## src/rtl/register_file.sv

```systemverilog
`default_nettype none
// ============================================================================
// register_file: 32 x WORD LEGv8 register file, two rising-edge read ports,
// one falling-edge write port, X31 hardwired to zero.      Revision: 1.0
// ============================================================================
module register_file #(
  parameter int WORD = 64
) (
  input  logic            clk,
  input  logic            reset,
  input  logic [4:0]      read_register1,
  input  logic [4:0]      read_register2,
  input  logic [4:0]      write_register,
  input  logic [WORD-1:0] write_data,
  input  logic            reg_write,
  output logic [WORD-1:0] read_data1,
  output logic [WORD-1:0] read_data2
);

  localparam logic [4:0] c_XZR = 5'd31;

  logic [WORD-1:0] mem_q [32];
  logic [WORD-1:0] read_data1_q;
  logic [WORD-1:0] read_data2_q;
  logic [WORD-1:0] read_data1_d;
  logic [WORD-1:0] read_data2_d;
  logic            w_write_en;

  function automatic logic [WORD-1:0] reset_image(input int unsigned idx);
    case (idx)
      0:       reset_image = WORD'(256);
      3:       reset_image = WORD'(16);
      5:       reset_image = WORD'(4);
      12:      reset_image = WORD'(17);
      15:      reset_image = WORD'(129);
      19:      reset_image = WORD'(10);
      default: reset_image = '0;
    endcase
  endfunction

  assign w_write_en = reg_write && (write_register != c_XZR);

  // Storage commits on the falling edge so the following rising edge sees it.
  always_ff @(negedge clk or posedge reset) begin
    if (reset) begin
      for (int i = 0; i < 32; i++) begin
        mem_q[i] <= reset_image(i);
      end
    end else if (w_write_en) begin
      mem_q[write_register] <= write_data;
    end
  end

  always_comb begin
    read_data1_d = '0;
    read_data2_d = '0;
    if (read_register1 != c_XZR) read_data1_d = mem_q[read_register1];
    if (read_register2 != c_XZR) read_data2_d = mem_q[read_register2];
  end

  always_ff @(posedge clk or posedge reset) begin
    if (reset) begin
      read_data1_q <= '0;
      read_data2_q <= '0;
    end else begin
      read_data1_q <= read_data1_d;
      read_data2_q <= read_data2_d;
    end
  end

  assign read_data1 = read_data1_q;
  assign read_data2 = read_data2_q;

endmodule
`default_nettype wire

```

## config.mk

```make
export PLATFORM = sky130hd
export DESIGN_NAME = register_file
export DESIGN_NICKNAME = d
export VERILOG_FILES = /design/src/rtl/register_file.sv
export SDC_FILE = /design/constraint.sdc
export NUM_CORES = 2
export LEC_CHECK = 0
export CAP_MARGIN = 15
export CELL_PAD_IN_SITES_DETAIL_PLACEMENT = 1
export CELL_PAD_IN_SITES_GLOBAL_PLACEMENT = 1
export CORE_MARGIN = 2
export CORE_UTILIZATION = 45
export CTS_CLUSTER_SIZE = 30
export DETAILED_ROUTE_END_ITERATION = 10
export PLACE_DENSITY_LB_ADDON = 0.2
export SYNTH_ARGS = -nofsm -noshare
export SYNTH_HDL_FRONTEND = slang
export SYNTH_SLANG_ARGS = --single-unit
```

## constraint.sdc

```tcl
create_clock -name clk -period 94.8 [get_ports clk]
set_clock_uncertainty 0.1 [all_clocks]
set_input_delay 18.96 -clock clk [delete_from_list [all_inputs] [get_ports clk]]
set_output_delay 18.96 -clock clk [all_outputs]
set_load 0.02 [all_outputs]
```

==> summary.txt <==
Outcome
  • Status: finished clean

Floorplanning
  • Die H: 502 um
  • DIE AREA: 252000 um2
  • Core Region: 246000 um2
  • Row count: 182
  • Initial Util: 45.3%
  • Top-Level Pins: 210
  • Die Width: 502 um

Clock tree
  • Clk sink count: 2176
  • Num CTS Buffers: 238
  • Post_cts resized: 0
  • Clock latency on the worst-skew pair: 790 ps
  • CTS Buffer Depth: 3
  • Hold Buf Count CTS: 0
  • CTS HTree Levels: 4
  • CTS tree: done
  • Setup bufs post-CTS: 0
  • Root Driver: clkbuf_16
  • Clk pin slew, worst setup/hold paths: 40 ps

Placement
  • RePlAce Congestion: 0.790
  • Post-DP HPWL: 213000 um
  • Number of buffers added on ports: 209
  • Dpl ws: 22030 ps

Route
  • Final ANT Viol Nets: 0
  • Initial DRT Pass Iterations: 5
  • DRT iter0 DRCs: 6483
  • Routed wire length: 390000 um
  • Post-route DRC: 0
  • Wirelength per Cell: 37.1 um
  • Via Count: 70377
  • Vias per cell: 6.70

Critical path
  • Reg2Reg Depth: 4
  • Type of origin of the critical path: input port
  • Critical-path cell list: clkdlybuf4s50_1 -> clkinvlp_4 -> buf_12 -> buf_4 -> buf_4 -> buf_4 -> buf_4 -> buf_4
  • Crit path depth: 8
  • Critical Setup Path Class: in -> async
  • CP top delay family: buffers and inverters
  • Reg-to-Reg Start: mem_q[1677]
  • WP buf/inv: 8
  • Max incr delay on CP: 900 ps
  • R2r setup slk: 44910 ps
  • Slowest stage cell, crit path: buf_4
  • Worst R2R End: read_data1[13]
  • Crit Path Max Fanout: 163
  • Worst Path Arrival: 25070 ps
  • WP data required: 48140 ps
  • Crit. End Element: asynchronous set/reset pin
  • CP most frequent cell: buf_4

Synthesis
  • Syn_area_per_cell: 15.4 um2
  • Number of flops mapped to enable cells by yosys: 0
  • Mapped Area: 111000 um2
  • Main flop type after synthesis: dfrtn_1
  • Net count after synthesis: 7298
  • Async SR Flop Fraction: 100%
  • Netlist cell types: 51
  • Synth Instances: 7216
  • Seq/Total Area, Yosys: 48.9%
  • Warnings, synthesis: 0
  • Synth Register Bits: 2176

Global route
  • Vias in the first global route: 75310
  • Pin count of the biggest net entering global routing: 168
  • Global-route wire length before repair: 565000 um
  • Total GRT Usage: 31.1%
  • Overflow after GRT: 0
  • Antenna violations before repair: 52

Job
  • Max-cap violations: 0

Cells and area
  • Proportion of layout cells with a drive suffix above 1: 47.3%
  • Fin nets: 7093
  • Area Overhead vs Synth: 11.6%

Timing
  • Hold Worst Slack: 244 ps
  • Normalized max-slew margin: 14.8%
  • Least-Margin Pin Slew: 1270 ps
  • Final worst slack: 23070 ps
  • RSZ-0062 raised after global routing: false
  • Final-report hold violation count: 0
  • Final setup violation count: 0
  • Final Max Slew Viols: 0

Pwr
  • VDD IR max: 18.9 uV
  • Pwr dens: 22.6 nW/um2
  • Leak Pwr: 53.6 nW

Hold path
  • Min-Delay Startpoint: mem_q[20]
  • Worst Hold Class: reg -> reg
  • Depth of the worst hold-timing path: 0
  • WHS Endpoint: mem_q[20]
-- worst max path at each step --
stage	start	end	slack, ps
floorplan	reset	mem_q[0]	-1130
global placement	reset	mem_q[930]	22180
detailed placement	reset	mem_q[994]	22030
CTS	reset	mem_q[1014]	22860
finish	reset	mem_q[1014]	23070
global route	reset	mem_q[1014]	22270
-- report_power, final --
group	leakage, nW	total (mW)	internal (mW)	switching [mW]
clock	4.33	1.03	0.612	0.415
combinational	21.4	0.535	0.308	0.227
sequential	27.8	1.25	1.12	0.130
total	53.6	2.81	2.04	0.771
-- cell families after synthesis --
logic type             Yosys count  share of synthesized area [%]
muxes                         3320                           41.5
and+or+nand+nor                236                           1.09
AOI/OAI and AO/OA              638                           4.75
DFF                           2176                           48.9
buffers and inverters          846                           3.73
-- through the flow --
stage | TNS, ps | instance area [um2] | util, % | std cells | total power [mW]
after floorplan | -2313410 | 111000 | - | 7216 | 1.64
after global placement | 0 | 115000 | 46.8 | 9970 | 1.76
after detailed placement | 0 | 115000 | 46.9 | 9974 | 1.80
after CTS | 0 | 124000 | 50.4 | 10433 | 2.83
after global routing | 0 | 124000 | 50.5 | 10488 | 2.93
final | 0 | 124000 | 50.5 | 10504 | 2.81
-- cell usage in the layout (no fill, tap or decap), types with 7 or more instances in the layout --
| cell | n |
|---|---|
| clkbuf_1 | 37 |
| dfstp_2 | 9 |
| dfrtp_1 | 128 |
| diode_2 | 62 |
| a22o_1 | 161 |
| o221ai_1 | 85 |
| mux2_2 | 1892 |
| o22ai_1 | 125 |
| a2111oi_0 | 30 |
| a2111oi_1 | 71 |
| nand2_1 | 41 |
| clkinv_2 | 46 |
| inv_1 | 14 |
| buf_8 | 8 |
| nor2_1 | 19 |
| mux2_1 | 135 |
| mux4_2 | 840 |
| buf_12 | 17 |
| dfrtn_1 | 2039 |
| a2111oi_2 | 23 |
| nand3b_1 | 8 |
| a211oi_1 | 110 |
| clkbuf_16 | 246 |
| nor2_4 | 19 |
| clkinvlp_4 | 11 |
| clkbuf_8 | 52 |
| nor3_1 | 76 |
| clkdlybuf4s50_1 | 200 |
| a21oi_1 | 19 |
| mux2i_1 | 453 |
| nor2b_4 | 7 |
| nand3_1 | 7 |
| bufinv_16 | 36 |
| nand2_4 | 16 |
| buf_4 | 155 |
| nor2b_1 | 19 |
-- layout make-up --
cell class,instances,area (um2)
Tap cell,3220,4030
Clock buffer,333,6970
Multi-Input combinational cell,4194,53100
Fill cell,22951,122000
Clock inverter,127,1750
Sequential cell,2176,54500
Timing Repair Buffer,391,3800
Inverter,1,7.51
Antenna cell,62,155
-- synthesized netlist by cell type, drive strengths merged (2+ instances only) --
cell     instances  area share (%)
a211oi         110            0.74
mux2          2027              20
nor2            38            0.18
nand2           59            0.20
nand3b           8           0.054
dfrtn         2039              46
buf            377             2.1
o22ai          125            0.70
o221ai          85            0.67
clkbuf         467             1.6
a21oi           19           0.085
mux4           840              17
nand2b           2           0.011
nor2b           26            0.15
nand3            9           0.040
nor3            79            0.35
dfrtp          128             2.9
dfstp            9            0.21
o311ai           3           0.024
a22o           161             1.3
or2              3           0.017
a2111oi        124             1.2
a32o             3           0.027
mux2i          453             4.1
and3             2           0.011
inv              2          0.0067
nor3b            7           0.056
-- sequential cells by signal (all words and copies together) (netlist names) --
signal and cells:
mem_q 2048, read_data1 64, read_data2 64
-- routing by layer --
layer / share of wire (%) / track usage, % / up-vias / routed length (um)
li1: - / - / 27710 / -
met1: 43 / 43.6 / 39264 / 166000
met2: 47 / 49.0 / 2678 / 184000
met3: 6.5 / 4.87 / 713 / 25400
met4: 3.8 / 11.9 / 12 / 14600
met5: 0.019 / 0 / - / 75
Note: power is estimated with default switching activity, not from simulation.
